==> config.mk <==
export PLATFORM = sky130hd
export DESIGN_NAME = ctrl_sequencer
export DESIGN_NICKNAME = d
export VERILOG_FILES = /design/src/rtl/ctrl_sequencer.sv
export SDC_FILE = /design/constraint.sdc
export NUM_CORES = 1
export LEC_CHECK = 0
export ABC_AREA = 1
export CAP_MARGIN = 20
export CORE_MARGIN = 2
export CORE_UTILIZATION = 38
export DETAILED_ROUTE_END_ITERATION = 12
export MAX_ROUTING_LAYER = met4
export PLACE_DENSITY_LB_ADDON = 0.08
export SETUP_SLACK_MARGIN = 0.2
export SLEW_MARGIN = 30
export SYNTH_ARGS = -nofsm -noshare
export SYNTH_HDL_FRONTEND = slang
export SYNTH_SLANG_ARGS = --single-unit
==> constraint.sdc <==
create_clock -name Clk -period 2.1 [get_ports Clk]
set_input_delay 0.525 -clock Clk [delete_from_list [all_inputs] [get_ports Clk]]
set_output_delay 0.525 -clock Clk [all_outputs]
set_load 0.02 [all_outputs]
==> src/rtl/ctrl_sequencer.sv <==
// ctrl_sequencer: multi-cycle control FSM that decodes instruction words into datapath enables.
// Optional cycle counter is built when CTRL_CYCLE_COUNT_EN is defined.
module ctrl_sequencer #(
    parameter int IW        = 9,
    parameter int OPW       = 3,
    parameter int TSW       = 2,
    parameter int MEM_LAT   = 1,
    parameter logic [OPW-1:0] OP_LOAD   = 3'b011,
    parameter logic [OPW-1:0] OP_STORE  = 3'b101,
    parameter logic [OPW-1:0] OP_BRANCH = 3'b110,
    parameter logic [OPW-1:0] OP_JUMP   = 3'b111,
    parameter int CW        = 16
) (
    input  logic          Clk,
    input  logic          Reset_n,
    input  logic          Start,
    input  logic          Stall,
    input  logic [IW-1:0] Instruction,
    output logic          PcEn,
    output logic          Jump,
    output logic          BranchEn,
    output logic          RegWrEn,
    output logic          MemWrEn,
    output logic          LoadInst,
    output logic [TSW-1:0] TargSel,
    output logic          Ack,
    output logic          Busy,
    output logic [CW-1:0] CycleCount
);

    typedef enum logic [1:0] {
        IDLE    = 2'd0,
        EXEC    = 2'd1,
        MEMWAIT = 2'd2,
        HALT    = 2'd3
    } state_t;

    localparam logic [3:0] WAIT_INIT =
        (MEM_LAT > 0) ? 4'(MEM_LAT - 1) : 4'd0;

    state_t state, state_n;
    logic [3:0] wcnt, wcnt_n;

    logic [OPW-1:0] op;
    logic halt, is_load, is_store, is_branch, is_jump;
    logic pc_r, jmp_r, br_r, rw_r, mw_r;
    logic start_go;

    assign op        = Instruction[IW-1 -: OPW];
    assign halt      = &Instruction;
    assign is_load   = !halt && (op == OP_LOAD);
    assign is_store  = !halt && (op == OP_STORE);
    assign is_branch = !halt && (op == OP_BRANCH);
    assign is_jump   = !halt && (op == OP_JUMP);

    assign start_go = Start && (state == IDLE || state == HALT);

    // state and load-wait counter registers
    always_ff @(posedge Clk or negedge Reset_n) begin
        if (!Reset_n) begin
            state <= IDLE;
            wcnt  <= 4'd0;
        end else begin
            state <= state_n;
            wcnt  <= wcnt_n;
        end
    end

    // next-state and decode; stall masks the side-effecting enables
    always_comb begin
        state_n  = state;
        wcnt_n   = wcnt;
        pc_r     = 1'b0;
        jmp_r    = 1'b0;
        br_r     = 1'b0;
        rw_r     = 1'b0;
        mw_r     = 1'b0;
        LoadInst = 1'b0;
        TargSel  = '0;
        Ack      = 1'b0;
        Busy     = 1'b0;
        unique case (state)
            IDLE: begin
                if (Start) state_n = EXEC;
            end
            EXEC: begin
                Busy    = 1'b1;
                TargSel = Instruction[IW-OPW-1 -: TSW];
                unique case (1'b1)
                    halt: begin
                        if (!Stall) state_n = HALT;
                    end
                    is_load: begin
                        LoadInst = 1'b1;
                        if (MEM_LAT == 0) begin
                            rw_r = 1'b1;
                            pc_r = 1'b1;
                        end else if (!Stall) begin
                            state_n = MEMWAIT;
                            wcnt_n  = WAIT_INIT;
                        end
                    end
                    is_store: begin
                        mw_r = 1'b1;
                        pc_r = 1'b1;
                    end
                    is_branch: begin
                        br_r = 1'b1;
                        pc_r = 1'b1;
                    end
                    is_jump: begin
                        jmp_r = 1'b1;
                        pc_r  = 1'b1;
                    end
                    default: begin
                        rw_r = 1'b1;
                        pc_r = 1'b1;
                    end
                endcase
            end
            MEMWAIT: begin
                Busy     = 1'b1;
                LoadInst = 1'b1;
                TargSel  = Instruction[IW-OPW-1 -: TSW];
                if (wcnt == 4'd0) begin
                    rw_r = 1'b1;
                    pc_r = 1'b1;
                    if (!Stall) state_n = EXEC;
                end else if (!Stall) begin
                    wcnt_n = wcnt - 4'd1;
                end
            end
            HALT: begin
                Ack = 1'b1;
                if (Start) state_n = EXEC;
            end
            default: state_n = IDLE;
        endcase
        PcEn     = pc_r  && !Stall;
        Jump     = jmp_r && !Stall;
        BranchEn = br_r  && !Stall;
        RegWrEn  = rw_r  && !Stall;
        MemWrEn  = mw_r  && !Stall;
    end

`ifdef CTRL_CYCLE_COUNT_EN
    logic [CW-1:0] cnt;

    // saturating count of unstalled EXEC/MEMWAIT cycles, cleared on start
    always_ff @(posedge Clk or negedge Reset_n) begin
        if (!Reset_n) begin
            cnt <= '0;
        end else if (start_go) begin
            cnt <= '0;
        end else if (Busy && !Stall && (cnt != '1)) begin
            cnt <= cnt + 1'b1;
        end
    end

    assign CycleCount = cnt;
`else
    logic unused_go;
    assign unused_go  = start_go;
    assign CycleCount = '0;
`endif

endmodule

==> impl_metrics.py, run 1 <==
metrics = {
    "outcome": {
        "status": "complete, but fails checks",
        "violations": "setup timing",
    },
    "worst_setup_path": {
        "r2r-start": "state[0]$_DFFE_PN0P_",
        "crit_buf_inv": 3,
        "max_stage_delay_ps": 430,
        "critical_path.startpoint": "state[0]$_DFFE_PN0P_",
        "worstPathMaxFanout": 2,
        "cp-end-kind": "output port",
        "crit_path_cell_trace": "inv_2 > ha_4 > nand4_1 > buf_4 > a211oi_4 > buf_6",
        "rrSetupSlack_ps": 520,
        "critPathTopFamily": "flip-flops",
        "required_ps": 1570,
        "cp-start-kind": "flop",
        "crit_slowest_cell": "dfrtp_2",
        "critPathKind": "flop to output port",
        "crit_arrival_ps": 1600,
    },
    "logic_synthesis": {
        "netlist_instances": 104,
        "synth-simple-area-share": 0.3269,
        "synth_fa_ha_area_frac": 0.1019,
        "synth_cell_type_count": 23,
        "synth-compound-area-share": 0.08963,
        "synth.area.top_cells": "dfrtp_1 (21%), buf_4 (17%), nand2_1 (11%)",
        "synth_top_area_cell": "dfrtp_1",
        "ys_seq_elements": 6,
        "yosysSeqAreaShare": 0.2109,
        "synth_top_family_by_area": "simple AND/OR/NAND/NOR gates",
        "synth-xor-area-share": 0.01230,
        "netlist_area_um2": 711.9,
        "synth_mux_area_frac": 0,
        "synth_warnings": 0,
        "synth_area_per_cell_um2": 6.846,
        "synth_top_cell_area_share": 0.2109,
    },
    "power_and_ir_drop": {
        "power_frac_clock": 0.073,
        "p_int_mw": 0.8394,
        "power_frac_comb": 0.797,
        "seq_power_share": 0.130,
        "switching_share": 0.4755,
        "vdd_drop_max_uv": 1043,
        "p_leak_nw": 0.6242,
        "power.switching_mw": 0.7609,
        "power_density_mw_per_mm2": 1321,
    },
    "drt": {
        "vias": 778,
        "post_drt_wl_per_cell_um": 11.32,
        "ant_nets": 0,
        "drc": 0,
        "vias_per_cell": 4.395,
        "finalWirelength_mm": 2.004,
        "drtIter0Drc": 9,
        "drt_first_pass_iters": 4,
    },
    "timing": {
        "tns_ps": -25.90,
        "setup_ws_ps": -25.90,
        "finalCritPeriodShare": 1.012,
        "hold_viol": 0,
        "slew_violations": 0,
        "finalWorstPathRequiredPeriod_ps": 2126,
        "setup-violations-final": 1,
        "fmax_mhz": 470.4,
        "rsz0062_at_grt": "true",
        "finClkSkew_ps": 14.39,
    },
    "layout": {
        "drive_above_1_share": 0.5000,
        "most-common-layout-cells": "buf_4 (24), conb_1 (16), nand2_1 (15)",
        "final_area_mm2": 0.001211,
        "layout_commonest_cell": "buf_4",
        "final_nets": 172,
        "syn2layout_area_growth_pct": 70.12,
        "antenna_cells": 0,
    },
    "worst_hold_path": {
        "hp-class": "primary input to async pin",
    },
    "die": {
        "io_pins": 39,
        "core_mm2": 0.001745,
        "die_y_um": 47.29,
        "rows": 15,
        "dieArea_mm2": 0.002236,
        "start_util": 0.4079,
        "die_w_um": 47.29,
    },
    "clock_tree": {
        "htreeDepth": 1,
        "postCtsHoldBufs": 0,
        "cts_buffer_depth": 2,
        "cts_num_sinks": 6,
        "insertion_delay_ps": 260,
        "clk_pin_slew_ps": 60,
        "numCtsBuffers": 3,
        "root_buffer": "clkbuf_4",
        "cts_tree": "done",
    },
    "grt": {
        "grt-ovfl-total": 0,
        "grt_max_degree": 8,
        "grt_pass1_vias": 671,
        "grt_first_pass_wirelength_mm": 2.670,
        "antenna_found_initial": 0,
        "grt_usage": 0.1779,
    },
    "placement": {
        "place_area_mm2": 0.001051,
        "detailed_place_hpwl_mm": 1.446,
        "gp_congestion": 0.7666,
        "io_buffers": 22,
    },
    "run": {
        "maxCapViolCount": 0,
    },
}
-- metrics by stage --
step / std cells / util / hold slack, ps / setup slack (ps) / total power [mW]
2_1_floorplan: 119 / - / 229.4 / 208.2 / 0.8214
3_3_place_gp: 168 / 0.6022 / 519.6 / -666.7 / 1.223
3_5_place_dp: 168 / 0.6022 / 529.6 / -671.8 / 1.240
4_1_cts: 173 / 0.6272 / 525.9 / 16.97 / 1.380
5_1_grt: 177 / 0.6939 / 531.9 / -60.01 / 1.727
6_report: 177 / 0.6939 / 516.7 / -25.90 / 1.600
-- state kept, by name, summed over array words and instances, names as in the netlist --
name and flops:
state 2, wcnt 4
-- synthesized netlist by cell type --
library cell,number
nand3_2,1
ha_1,5
nand2_2,3
o21ai_0,1
nor2_4,1
nor2_2,2
a21oi_4,1
nand3_1,6
a211oi_2,1
dfrtp_1,6
nor2_1,10
nand2_1,20
nand4_1,3
buf_4,16
or2_2,1
inv_2,4
xor2_1,1
nor4_1,1
conb_1,1
maj3_1,1
or2_0,1
inv_1,12
o21ai_1,6
-- worst reg2reg max path, delay by kind of cell, from the launching register on --
family | cells | cell delay (ps)
flops | 1 | 430
buf+inv | 3 | 410
compound gates | 2 | 300
fa+ha+maj | 1 | 160
simple gates | 2 | 160
-- path summary, 6_finish.rpt --
| check | depth (start not counted) | end |
|---|---|---|
| worst max-delay path | 6 | PcEn |
| worst min-delay path | 1 | wcnt[1]$_DFFE_PN0P_ |
| worst max register to register | 8 | wcnt[0]$_DFFE_PN0P_ |
| worst min register to register | 3 | state[0]$_DFFE_PN0P_ |
| max in group asynchronous | 1 | state[1]$_DFFE_PN0P_ |
| min in group Clk | 3 | state[0]$_DFFE_PN0P_ |
-- power by group through the flow --
| stage | combinational (mW) | clock [mW] | sequential, mW |
|---|---|---|---|
| floorplan | 0.630 | 0 | 0.191 |
| global placement | 1.03 | 0 | 0.196 |
| detailed placement | 1.04 | 0 | 0.200 |
| CTS | 1.06 | 0.119 | 0.203 |
| global route | 1.39 | 0.128 | 0.212 |
| finish | 1.28 | 0.117 | 0.207 |
-- what timing repair did --
action	in CTS	in global routing
endpoints found under the setup margin	10	10
gates cloned	0	0
pin swaps	13	12
resized for setup	64	38
setup buffers	2	4
-- routing by layer --
| metal | global-route usage | up-vias | wire (um) |
|---|---|---|---|
| li1 | - | 388 | - |
| met3 | 0.03462 | 2 | 118 |
| met1 | 0.1986 | 361 | 770 |
| met2 | 0.3162 | 27 | 1102 |
| met5 | - | - | 0 |
| met4 | 0.05000 | 0 | 13 |
-- kinds of logic (layout without fill, tap and decap cells) --
kind of cell	after synthesis	in the layout
and+or+nand+nor	49	49
buffers and inverters	32	65
AOI/OAI and AO/OA	9	9
adders and majority gates	6	6
DFF	6	6
other	1	16
xor gates and xnor gates	1	1
-- cell type report --
| cell class | count | area [um^2] |
|---|---|---|
| multi-input combinational | 81 | 559.3 |
| tap | 25 | 31.28 |
| timing repair buffer | 46 | 382.9 |
| sequential | 6 | 152.6 |
| fill | 159 | 534.3 |
| inverter | 16 | 62.56 |
| clock buffer | 3 | 22.52 |
Note: power is estimated with default switching activity, not from simulation.
==> inputs of run 2 (changes only) <==
PLACE_DENSITY = 0.75   (was unset)
PLACE_DENSITY_LB_ADDON = unset   (was 0.08)
==> impl_metrics.py, run 2 (same netlist as run 1, synthesis figures left out) <==
metrics = {
    "layout": {
        "fin_cells": 176,
        "reg_top3": "wcnt: 4 flops, state: 2 flops",
        "drive_above_1_share": 0.4967,
        "postLayoutCoreUtil": 0.6652,
        "most-common-layout-cells": "buf_4 (26), conb_1 (16), nand2_1 (14)",
        "layout_commonest_cell": "buf_4",
        "fillCellCount": 159,
        "largest_register_ffs": 4,
        "top_register": "wcnt",
        "antenna_cells": 0,
        "final_nets": 171,
        "syn2layout_area_growth_pct": 63.09,
    },
    "clock_tree": {
        "clk_pin_slew_ps": 40,
        "root_buffer": "clkbuf_4",
        "cts_tree": "done",
        "postCtsHoldBufs": 0,
        "numCtsBuffers": 3,
        "cts_num_sinks": 6,
        "insertion_delay_ps": 250,
        "htreeDepth": 1,
        "cts_buffer_depth": 2,
    },
    "run": {
        "maxCapViolCount": 0,
    },
    "worst_setup_path": {
        "required_ps": 1570,
        "max_stage_delay_ps": 390,
        "cp-start-kind": "flop",
        "r2r_cells": 8,
        "timing.rr.end": "wcnt[2]$_DFFE_PN0P_",
        "crit_slowest_cell": "dfrtp_2",
        "crit_buf_inv": 3,
        "path_depth": 7,
        "r2r-start": "state[0]$_DFFE_PN0P_",
        "critPathKind": "flop to output port",
        "critPathTopFamily": "flip-flops",
        "crit_path_cell_trace": "buf_4 > ha_4 > inv_2 > nor2_4 > nand2_2 > a211oi_4 > buf_6",
        "worstPathMaxFanout": 4,
        "cp-end-kind": "output port",
        "crit_arrival_ps": 1530,
        "crit_path_end": "PcEn",
        "critical_path.startpoint": "state[0]$_DFFE_PN0P_",
        "rrSetupSlack_ps": 530,
    },
    "placement": {
        "gp_congestion": 0.8122,
        "detailed_place_hpwl_mm": 1.478,
        "io_buffers": 22,
        "placedCellCount": 168,
    },
    "timing": {
        "hold_viol": 0,
        "finalWorstPathRequiredPeriod_ps": 2053,
        "setup-violations-final": 0,
        "finClkSkew_ps": 2.518,
        "finalCritPeriodShare": 0.9774,
        "rsz0062_at_grt": "true",
        "fmax_mhz": 487.2,
        "holdWs_ps": 508.8,
        "slew_violations": 0,
    },
    "grt": {
        "antenna_found_initial": 0,
        "grt-ovfl-total": 0,
        "grt_first_pass_wirelength_mm": 2.725,
        "grt_max_degree": 8,
        "grt_pass1_vias": 707,
        "grt_usage": 0.1825,
    },
    "drt": {
        "post_drt_wl_per_cell_um": 10.91,
        "vias": 771,
        "vias_per_cell": 4.381,
        "drtIter0Drc": 2,
        "finalWirelength_mm": 1.920,
        "drt_first_pass_iters": 4,
        "drc": 0,
        "ant_nets": 0,
    },
    "power_and_ir_drop": {
        "switching_share": 0.4890,
        "power_density_mw_per_mm2": 1242,
        "p_leak_nw": 0.6124,
        "power_mw": 1.442,
        "power.switching_mw": 0.7053,
        "vdd_drop_max_uv": 829.1,
        "p_int_mw": 0.7370,
        "seq_power_share": 0.145,
        "power_frac_comb": 0.782,
        "power_frac_clock": 0.073,
    },
    "die": {
        "dieArea_mm2": 0.002236,
        "die_y_um": 47.29,
        "die_w_um": 47.29,
        "io_pins": 39,
        "start_util": 0.4079,
        "core_mm2": 0.001745,
        "rows": 15,
    },
    "outcome": {
        "status": "completed",
    },
    "worst_hold_path": {
        "hp-class": "primary input to async pin",
    },
}
==> run 2: changes by cell type in the layout (fill, tap and decap cells not counted), moves of 2 or more <==
cell and delta:
nor2_1 +2, buf_2 +2, buf_4 +2, buf_6 -3, clkdlybuf4s15_1 +2, inv_2 +3
inv_1 -2, dlygate4sd2_1 -3
==> run 2: repair_timing <==
action	CTS	global route
buffers inserted	4	1
pin swaps	10	9
resized for setup	75	25
endpoints found under the setup margin	10	9
endpoints found under the hold margin	0	0
==> run 2: worst register-to-register path: stages (launching register included) <==
cell and delay, ps:
dfrtp_2 430, buf_4 150, ha_4 170, inv_2 70, buf_4 110, o21ai_1 110, nor2_4 210, nand4_1 130
nand2_1 110
==> run 2: per-stage QoR <==
step                area [um^2]  TNS [ps]  worst slack, ps
floorplan                 784.5         0            208.2
global placement           1051     -3620           -663.3
detailed placement         1051     -3870           -687.5
CTS                        1141         0            52.75
global route               1161    -28.81           -28.81
finish                     1161         0            47.45
==> run 2: per-layer routing <==
layer / track usage / share of wire / vias to the layer above
li1: - / - / 386
met1: 0.2005 / 0.40 / 351
met5: - / 0 / -
met2: 0.3135 / 0.54 / 27
met3: 0.01538 / 0.034 / 7
met4: 0.1111 / 0.024 / 0
==> run 2: final cells by class <==
cell class / count / area, um^2 / share of cell area
clock buffers: 3 / 22.52 / 0.01940
inverters: 16 / 60.06 / 0.05172
multi-input cells: 81 / 548.0 / 0.4720
flip-flops and latches: 6 / 151.4 / 0.1304
well taps: 25 / 31.28 / 0.02694
repair buffers: 45 / 347.8 / 0.2996
==> run 2: worst min-delay path by stage <==
| stage | end | slack (ps) | cells past startpoint |
|---|---|---|---|
| global route | wcnt[0]$_DFFE_PN0P_ | 530 | 1 |
| finish | state[1]$_DFFE_PN0P_ | 510 | 1 |
| global placement | state[1]$_DFFE_PN0P_ | 520 | 2 |
| detailed placement | state[1]$_DFFE_PN0P_ | 530 | 2 |
| floorplan | state[0]$_DFFE_PN0P_ | 230 | 0 |
| CTS | state[1]$_DFFE_PN0P_ | 520 | 1 |
==> run 2: power groups by stage <==
stage          Clock [mW]  Combinational [mW]  Sequential, mW
4_1_cts             0.108                1.07           0.202
6_report            0.106                1.13           0.209
3_5_place_dp            0                1.01           0.200
5_1_grt             0.113                1.23           0.213
3_3_place_gp            0               0.979           0.196
2_1_floorplan           0               0.630           0.191
==> inputs of run 3 (changes only) <==
CTS_CLUSTER_DIAMETER = 150   (was unset)
==> results of run 3 <==
The final DEF is identical to that of run 2; final timing and power are the same.
